File: src/rtl/uart_rx.sv
// uart_rx - 16x-oversampled UART receiver, 8 data bits, LSB first,
// with an optional odd parity bit and one stop bit (8N1 / 8O1).
//
// Ports:
//   clk           system clock, rising edge
//   resetn        asynchronous active-low reset
//   tick_16x      one-clk enable pulse at 16x the baud rate; all bit timing
//                 counts these pulses
//   rx_pin        serial input, idle high, LSB first
//   parity_enable 1 = an odd parity bit follows the data bits
//   rx_data       last received byte
//   data_ready    one-clk pulse when a frame completes
//   parity_err    parity status of the last frame
//   frame_err     stop-bit status of the last frame
//
// rx_state and os_count are kept under those names so they can be probed
// while debugging.

module uart_rx (
  input  logic       clk,
  input  logic       resetn,
  input  logic       tick_16x,
  input  logic       rx_pin,
  input  logic       parity_enable,
  output logic [7:0] rx_data,
  output logic       data_ready,
  output logic       parity_err,
  output logic       frame_err
);

  typedef enum logic [2:0] {
    IDLE   = 3'd0,
    START  = 3'd1,
    DATA   = 3'd2,
    PARITY = 3'd3,
    STOP   = 3'd4
  } rx_state_t;

  rx_state_t  rx_state;
  logic [3:0] os_count;

  logic       sync1_r;
  logic       sync2_r;
  logic [7:0] shift_r;
  logic [2:0] bit_idx_r;
  logic       parity_en_r;   // parity_enable captured when DATA completes
  logic       parity_bad_r;  // parity mismatch of the current frame
  logic       break_wait_r;  // line was low at the stop bit; wait for idle
  logic       rx_s;
  logic       mid_bit_s;

  // Odd parity: the bit that makes data plus parity hold an odd count of 1s.
  function automatic logic odd_parity_bit(input logic [7:0] data);
    return ~^data;
  endfunction

  // Two-flop synchroniser for the asynchronous pad input; idles high.
  always_ff @(posedge clk or negedge resetn) begin
    if (!resetn) begin
      sync1_r <= 1'b1;
      sync2_r <= 1'b1;
    end else begin
      sync1_r <= rx_pin;
      sync2_r <= sync1_r;
    end
  end

  assign rx_s      = sync2_r;
  // The 16th tick of a bit period lands mid-bit because START already
  // consumed half a bit before handing over to DATA.
  assign mid_bit_s = (os_count == 4'd15);

  // Receive FSM: state, oversample counter, shift register and outputs.
  always_ff @(posedge clk or negedge resetn) begin
    if (!resetn) begin
      rx_state     <= IDLE;
      os_count     <= 4'd0;
      shift_r      <= 8'h00;
      bit_idx_r    <= 3'd0;
      parity_en_r  <= 1'b0;
      parity_bad_r <= 1'b0;
      break_wait_r <= 1'b0;
      rx_data      <= 8'h00;
      data_ready   <= 1'b0;
      parity_err   <= 1'b0;
      frame_err    <= 1'b0;
    end else begin
      // data_ready is the only thing that moves without a tick.
      data_ready <= 1'b0;
      if (tick_16x) begin
        case (rx_state)
          IDLE: begin
            os_count <= 4'd0;
            if (break_wait_r) begin
              // After a break, only a return to idle re-arms start detection.
              if (rx_s) begin
                break_wait_r <= 1'b0;
              end
            end else if (!rx_s) begin
              rx_state <= START;
            end
          end

          START: begin
            if (os_count == 4'd7) begin
              os_count <= 4'd0;
              if (rx_s) begin
                // Glitch shorter than half a bit: not a real start bit.
                rx_state <= IDLE;
              end else begin
                bit_idx_r <= 3'd0;
                rx_state  <= DATA;
              end
            end else begin
              os_count <= os_count + 4'd1;
            end
          end

          DATA: begin
            os_count <= os_count + 4'd1;  // wraps 15 -> 0 each bit
            if (mid_bit_s) begin
              shift_r <= {rx_s, shift_r[7:1]};
              if (bit_idx_r == 3'd7) begin
                parity_en_r <= parity_enable;
                rx_state    <= parity_enable ? PARITY : STOP;
              end else begin
                bit_idx_r <= bit_idx_r + 3'd1;
              end
            end
          end

          PARITY: begin
            os_count <= os_count + 4'd1;
            if (mid_bit_s) begin
              parity_bad_r <= (rx_s != odd_parity_bit(shift_r));
              rx_state     <= STOP;
            end
          end

          STOP: begin
            if (mid_bit_s) begin
              // Leave mid stop bit so a back-to-back start edge is not missed.
              os_count     <= 4'd0;
              rx_data      <= shift_r;
              frame_err    <= ~rx_s;
              parity_err   <= parity_en_r & parity_bad_r;
              data_ready   <= 1'b1;
              break_wait_r <= ~rx_s;
              rx_state     <= IDLE;
            end else begin
              os_count <= os_count + 4'd1;
            end
          end

          default: begin
            os_count <= 4'd0;
            rx_state <= IDLE;
          end
        endcase
      end
    end
  end

endmodule

File: config.mk
export PLATFORM = sky130hd
export DESIGN_NAME = uart_rx
export DESIGN_NICKNAME = d
export VERILOG_FILES = /design/src/rtl/uart_rx.sv
export SDC_FILE = /design/constraint.sdc
export NUM_CORES = 1
export LEC_CHECK = 0
export BUFFER_PORTS_ARGS = -buffer_cell sky130_fd_sc_hd__buf_2
export CAP_MARGIN = 20
export CELL_PAD_IN_SITES_DETAIL_PLACEMENT = 1
export CELL_PAD_IN_SITES_GLOBAL_PLACEMENT = 1
export CORE_ASPECT_RATIO = 1.75
export CORE_MARGIN = 2
export CORE_UTILIZATION = 40
export CTS_CLUSTER_SIZE = 16
export DETAILED_ROUTE_END_ITERATION = 12
export HOLD_SLACK_MARGIN = 0.08
export MAX_ROUTING_LAYER = met4
export PLACE_DENSITY_LB_ADDON = 0.1
export SETUP_SLACK_MARGIN = 0.02
export SLEW_MARGIN = 0
export SYNTH_ARGS = -nofsm -noshare
export SYNTH_HDL_FRONTEND = slang
export SYNTH_SLANG_ARGS = --single-unit
File: constraint.sdc
create_clock -name clk -period 4.63 [get_ports clk]
set_input_delay 0.463 -clock clk [delete_from_list [all_inputs] [get_ports clk]]
set_output_delay 0.463 -clock clk [all_outputs]
set_load 0.05 [all_outputs]
# Word-level counts from Yosys, hierarchy flattened
# Cells that the tools add are included.
# totals
ff_bits	34
inputBits	5
# op_classes
addsub	2
muxes	25
reduce_logical	12
bitwise	2
n_eq_ne	17
# ops
op	count
$mux W3	12
$ne A2 B2 Y1 const B	9
$pmux W3 S5	1
$pmux W4 S3	1
$reduce_and A3 Y1	4
$mux W4	2
$reduce_and A8 Y1	1
$reduce_xnor A8 Y1	1
$eq A3 B2 Y1 const B	2
$eq A3 B3 Y1 const B	2
$mux W1	6
$pmux W3 S2	1
$reduce_and A6 Y1	1
$add A4 B1 Y4 const B	1
$eq A4 B3 Y1 const B	1
$eq A4 B4 Y1 const B	1
$reduce_and A4 Y1	1
$reduce_bool A2 Y1	2
$add A3 B1 Y3 const B	1
$eq A3 B1 Y1 const B	1
$logic_not A3 Y1	1
$mux W2	1
$pmux W1 S2	1
$reduce_or A2 Y1	1
other kinds (3)	3

# Logic depth before layout (Yosys ltp)
# depth
ltp_word	4
ltp_mapped	6
ltp_nobuf	6

# Least setup slack after synthesis
# Ideal clock, no wire load.
# synth_timing
path_kind	register -> register
startpoint	reg os_count[0]
endpoint	reg bit_idx_r[0]
path_stages_with_launch	7
period_less_slack_ps	1678
path_buffers	1
setup_ps	125
arrival_time_ps	1553
path_slack_ps	2952
t_required_ps	4505
path_cell_list	dfrtp_1 ha_1 and4b_1 nor3b_2 buf_4 and2b_1 mux2_2
# synth_via
elab_chain_len	3
word_cells_on_any_way	5
classes_between	4 x eq/ne; 1 x reduce/logical
# synth_rtl
element	line_no	source
from (decl)	40	logic [3:0] os_count;
from (signal assigned)	115	os_count <= os_count + 4'd1;
from (signal assigned)	120	os_count <= os_count + 4'd1;
from (signal assigned)	133	os_count <= os_count + 4'd1;
$eq A4 B3 Y1 or $eq A4 B4 Y1 (tied branches)	105, 71	
$ne A2 B2 Y1 (no line)	--	
$reduce_and A6 Y1 (no line) (*)	--	
to (signal assigned)	127	bit_idx_r <= bit_idx_r + 3'd1;
to (decl)	45	logic [2:0] bit_idx_r;
# Every way passes the cells marked *; elsewhere a longest branch is shown, timed or not.
# A chain may end at the register's enable or synchronous reset.

# Worst setup path after layout
# layout_timing
startpoint	reg rx_state[1]
endpoint	reg rx_data[3]
# layout_via
elab_chain_len	2
# layout_rtl
element	line_no	source
from (decl)	39	rx_state_t rx_state;
from (signal assigned)	125	rx_state <= parity_enable ? PARITY : STOP;
$eq A3 B3 Y1	91	case (rx_state)
$reduce_and A3 Y1 (no line)	--	
to (signal assigned)	144	rx_data <= shift_r;
to (decl)	25	output logic [7:0] rx_data,
# No other way between the ends.

==> results.yml <==
setup_path:
  reg2reg_from: "rx_state[1]"
  r2r_slack_ns: 2.48
  crit_type: "reg2reg"
  r2r-end: "rx_data[3]"
  crit_fanout: 13
  worstSetupEndpointType: "flop"
  crit_required_ns: 4.80
  arrival_ns: 2.32
  ff2ff_path_depth: 3
  startpoint_type: "flop"
cells_and_area:
  multi_input_area_sq_um: 704
  areaGrowthSynthToFinish_pct: 12.4
  seq_area_sq_um: 853
  filler_cell_count: 433
  antenna_cells: 0
  design_area_sq_mm: 0.00182
  finalNetCount: 156
  final_layout_size_suffix_gt1_frac: 0.309
pwr:
  leakagePower_nw: 0.902
  cellPowerDensity_mw_per_mm2: 463
  ir_drop_mv: 0.259
routing:
  drc: 0
  via_per_inst: 5.49
  detail-route-antenna-nets: 0
  routed_wl_mm: 3.21
  drt_iter0_drc: 25
  firstDrtPassIters: 4
  vias: 1082
  wl_per_cell_microns: 16.3
clock_network:
  post_cts_buffers: 0
  ctsHoldBuffers: 0
  ctsRootBufferMaster: "clkbuf_8"
  numCtsBuffers: 5
  cts.path.max_buffers: 2
  cts_tree: "done"
  path_clk_slew_ns: 0.07
  cts.repair.resized: 0
  clkLatencyLatePin_ns: 0.29
  cts_sinks: 34
  cts_htree_levels: 2
synth:
  synth_area_leaders: "dfrtp_1 (49%), mux2_2 (13%), dfstp_2 (3.2%)"
  yosysSeqAreaShare: 0.527
  async_flop_share: 1.00
  synth-seq-cells: 34
  synth_enable_flop_cells: 0
  synth_ff_type: "dfrtp_1"
  yosys.area.top_type: "dfrtp_1"
  netlist-cell-type-count: 41
  syn_avg_cell_area_sq_um: 12.1
  synth_top_area_share: 0.495
  synth_cells: 134
  ys_warn_count: 0
  synth.net_count: 142
  syn-cell-area_sq_mm: 0.00162
grt:
  antenna_found_initial: 0
  grt_max_degree: 35
  track_usage: 0.174
  globalRoute.totalOverflow: 0
  grt_pass1_vias: 1213
  grt_pass1_wl_mm: 5.51
timing:
  fin_worst_skew_ns: 0.00788
  tns_ns: 0
  hold_violations: 0
  rsz0062_at_grt: "false"
  period_needed_ns: 2.15
  finalSetupViolations: 0
  period_share: 0.464
  max_slew_margin: 0.510
  worst_slew_pin_slew_ns: 0.735
  setup_slack_ns: 2.48
  slew_violations: 0
  fmax_mhz: 466
placement:
  preCtsSetupSlack_ns: 2.39
  hpwl_mm: 2.32
  place_area_sq_mm: 0.00171
  io_buffers: 15
  place.gp.congestion: 0.730
die:
  dieArea_sq_mm: 0.00459
  die_h_microns: 88.1
  die_w_microns: 52.1
  ios: 16
  initial_utilization: 0.418
  core_region_area_sq_mm: 0.00387
  num_rows: 30
worst_hold_path:
  hp-class: "in2async"
run:
  drv_cap: 0
outcome:
  status: "completed"
[registers in the layout (all words and copies together) (netlist names)]
register / count
data_ready: 1
os_count: 4
rx_data: 8
break_wait_r: 1
rx_state: 3
rx_s: 1
parity_err: 1
sync1_r: 1
parity_bad_r: 1
shift_r: 8
parity_en_r: 1
bit_idx_r: 3
frame_err: 1
[synth_stat cells (all sizes together), types with 3 or more instances]
cell type / n
dfrtp: 32
mux2: 19
nand2: 10
o21ai: 7
buf: 5
a22o: 4
inv: 4
nand3: 4
xnor2: 4
a21oi: 3
clkbuf: 3
ha: 3
nand2b: 3
nor2b: 3
nor3b: 3
[layout make-up]
class                      count  share of cell area
sequential                    34               0.469
tap                           48              0.0330
multi-input combinational     88               0.387
timing repair buffer          15              0.0413
inverter                       4             0.00826
clock buffer                   6              0.0399
clock inverter                 2              0.0206
[logic make-up after synthesis]
group / after synthesis / share of synthesized area
AO/OA/AOI/OAI: 24 / 0.105
XOR/XNOR: 7 / 0.0464
adder cells (fa/ha/maj): 3 / 0.0232
buffers and inverters: 12 / 0.0371
flip-flops: 34 / 0.527
multiplexers: 19 / 0.135
AND/OR/NAND/NOR: 35 / 0.126
[how the worst max path moves through the flow]
stage	start	end	slack [ns]	cells after the start
after floorplan	os_count[0]	bit_idx_r[0]	2.95	6
after global placement	tick_16x	parity_en_r	2.52	5
after detailed placement	tick_16x	parity_en_r	2.39	5
after CTS	rx_state[1]	rx_data[3]	2.45	3
after global routing	rx_state[1]	rx_data[5]	2.31	3
final	rx_state[1]	rx_data[3]	2.48	3
[metal layers]
layer  vias up  track usage  wire [microns]
li1        503            -               -
met1       558        0.177            1220
met2        17        0.303            1840
met3         4       0.0461              94
met4         0       0.0813              51
met5         -            -               0
[power by group]
part / internal (W) / switching [W] / total, W
Clock: 0.000160 / 0.000106 / 0.000267
Sequential: 0.000333 / 0.0000690 / 0.000402
Combinational: 0.0000839 / 0.0000900 / 0.000174
Total: 0.000577 / 0.000265 / 0.000842
[cell usage in the layout, fill, tap and decap left out, types with 2 or more instances in the layout]
master     instances
dfrtp_1           32
mux2_2            18
buf_2             15
nand2_1           10
o21ai_0            6
clkbuf_8           5
inv_1              4
a22o_1             4
xnor2_1            4
nand3_1            4
a21oi_1            3
nor2b_1            3
nand2b_1           3
ha_1               3
nor2_1             2
nand4_1            2
xor2_1             2
nor3b_1            2
o2bb2ai_1          2
o22ai_1            2
dfstp_2            2
[metrics by stage]
stage,power (W),std cells,hold WS (ns),util
6_report,0.000842,197,0.234,0.470
5_1_grt,0.000900,197,0.256,0.470
4_1_cts,0.000854,197,0.261,0.470
3_5_place_dp,0.000581,189,0.354,0.442
3_3_place_gp,0.000566,189,0.346,0.442
2_1_floorplan,0.000532,134,0.167,-
[worst max-delay path, cell delays in order, from the launching register on]
cell and delay, ns:
dfrtp_1 0.53, nor2_1 0.42, nand4_1 0.59, mux2_2 0.49
Note: power is estimated with default switching activity, not from simulation.
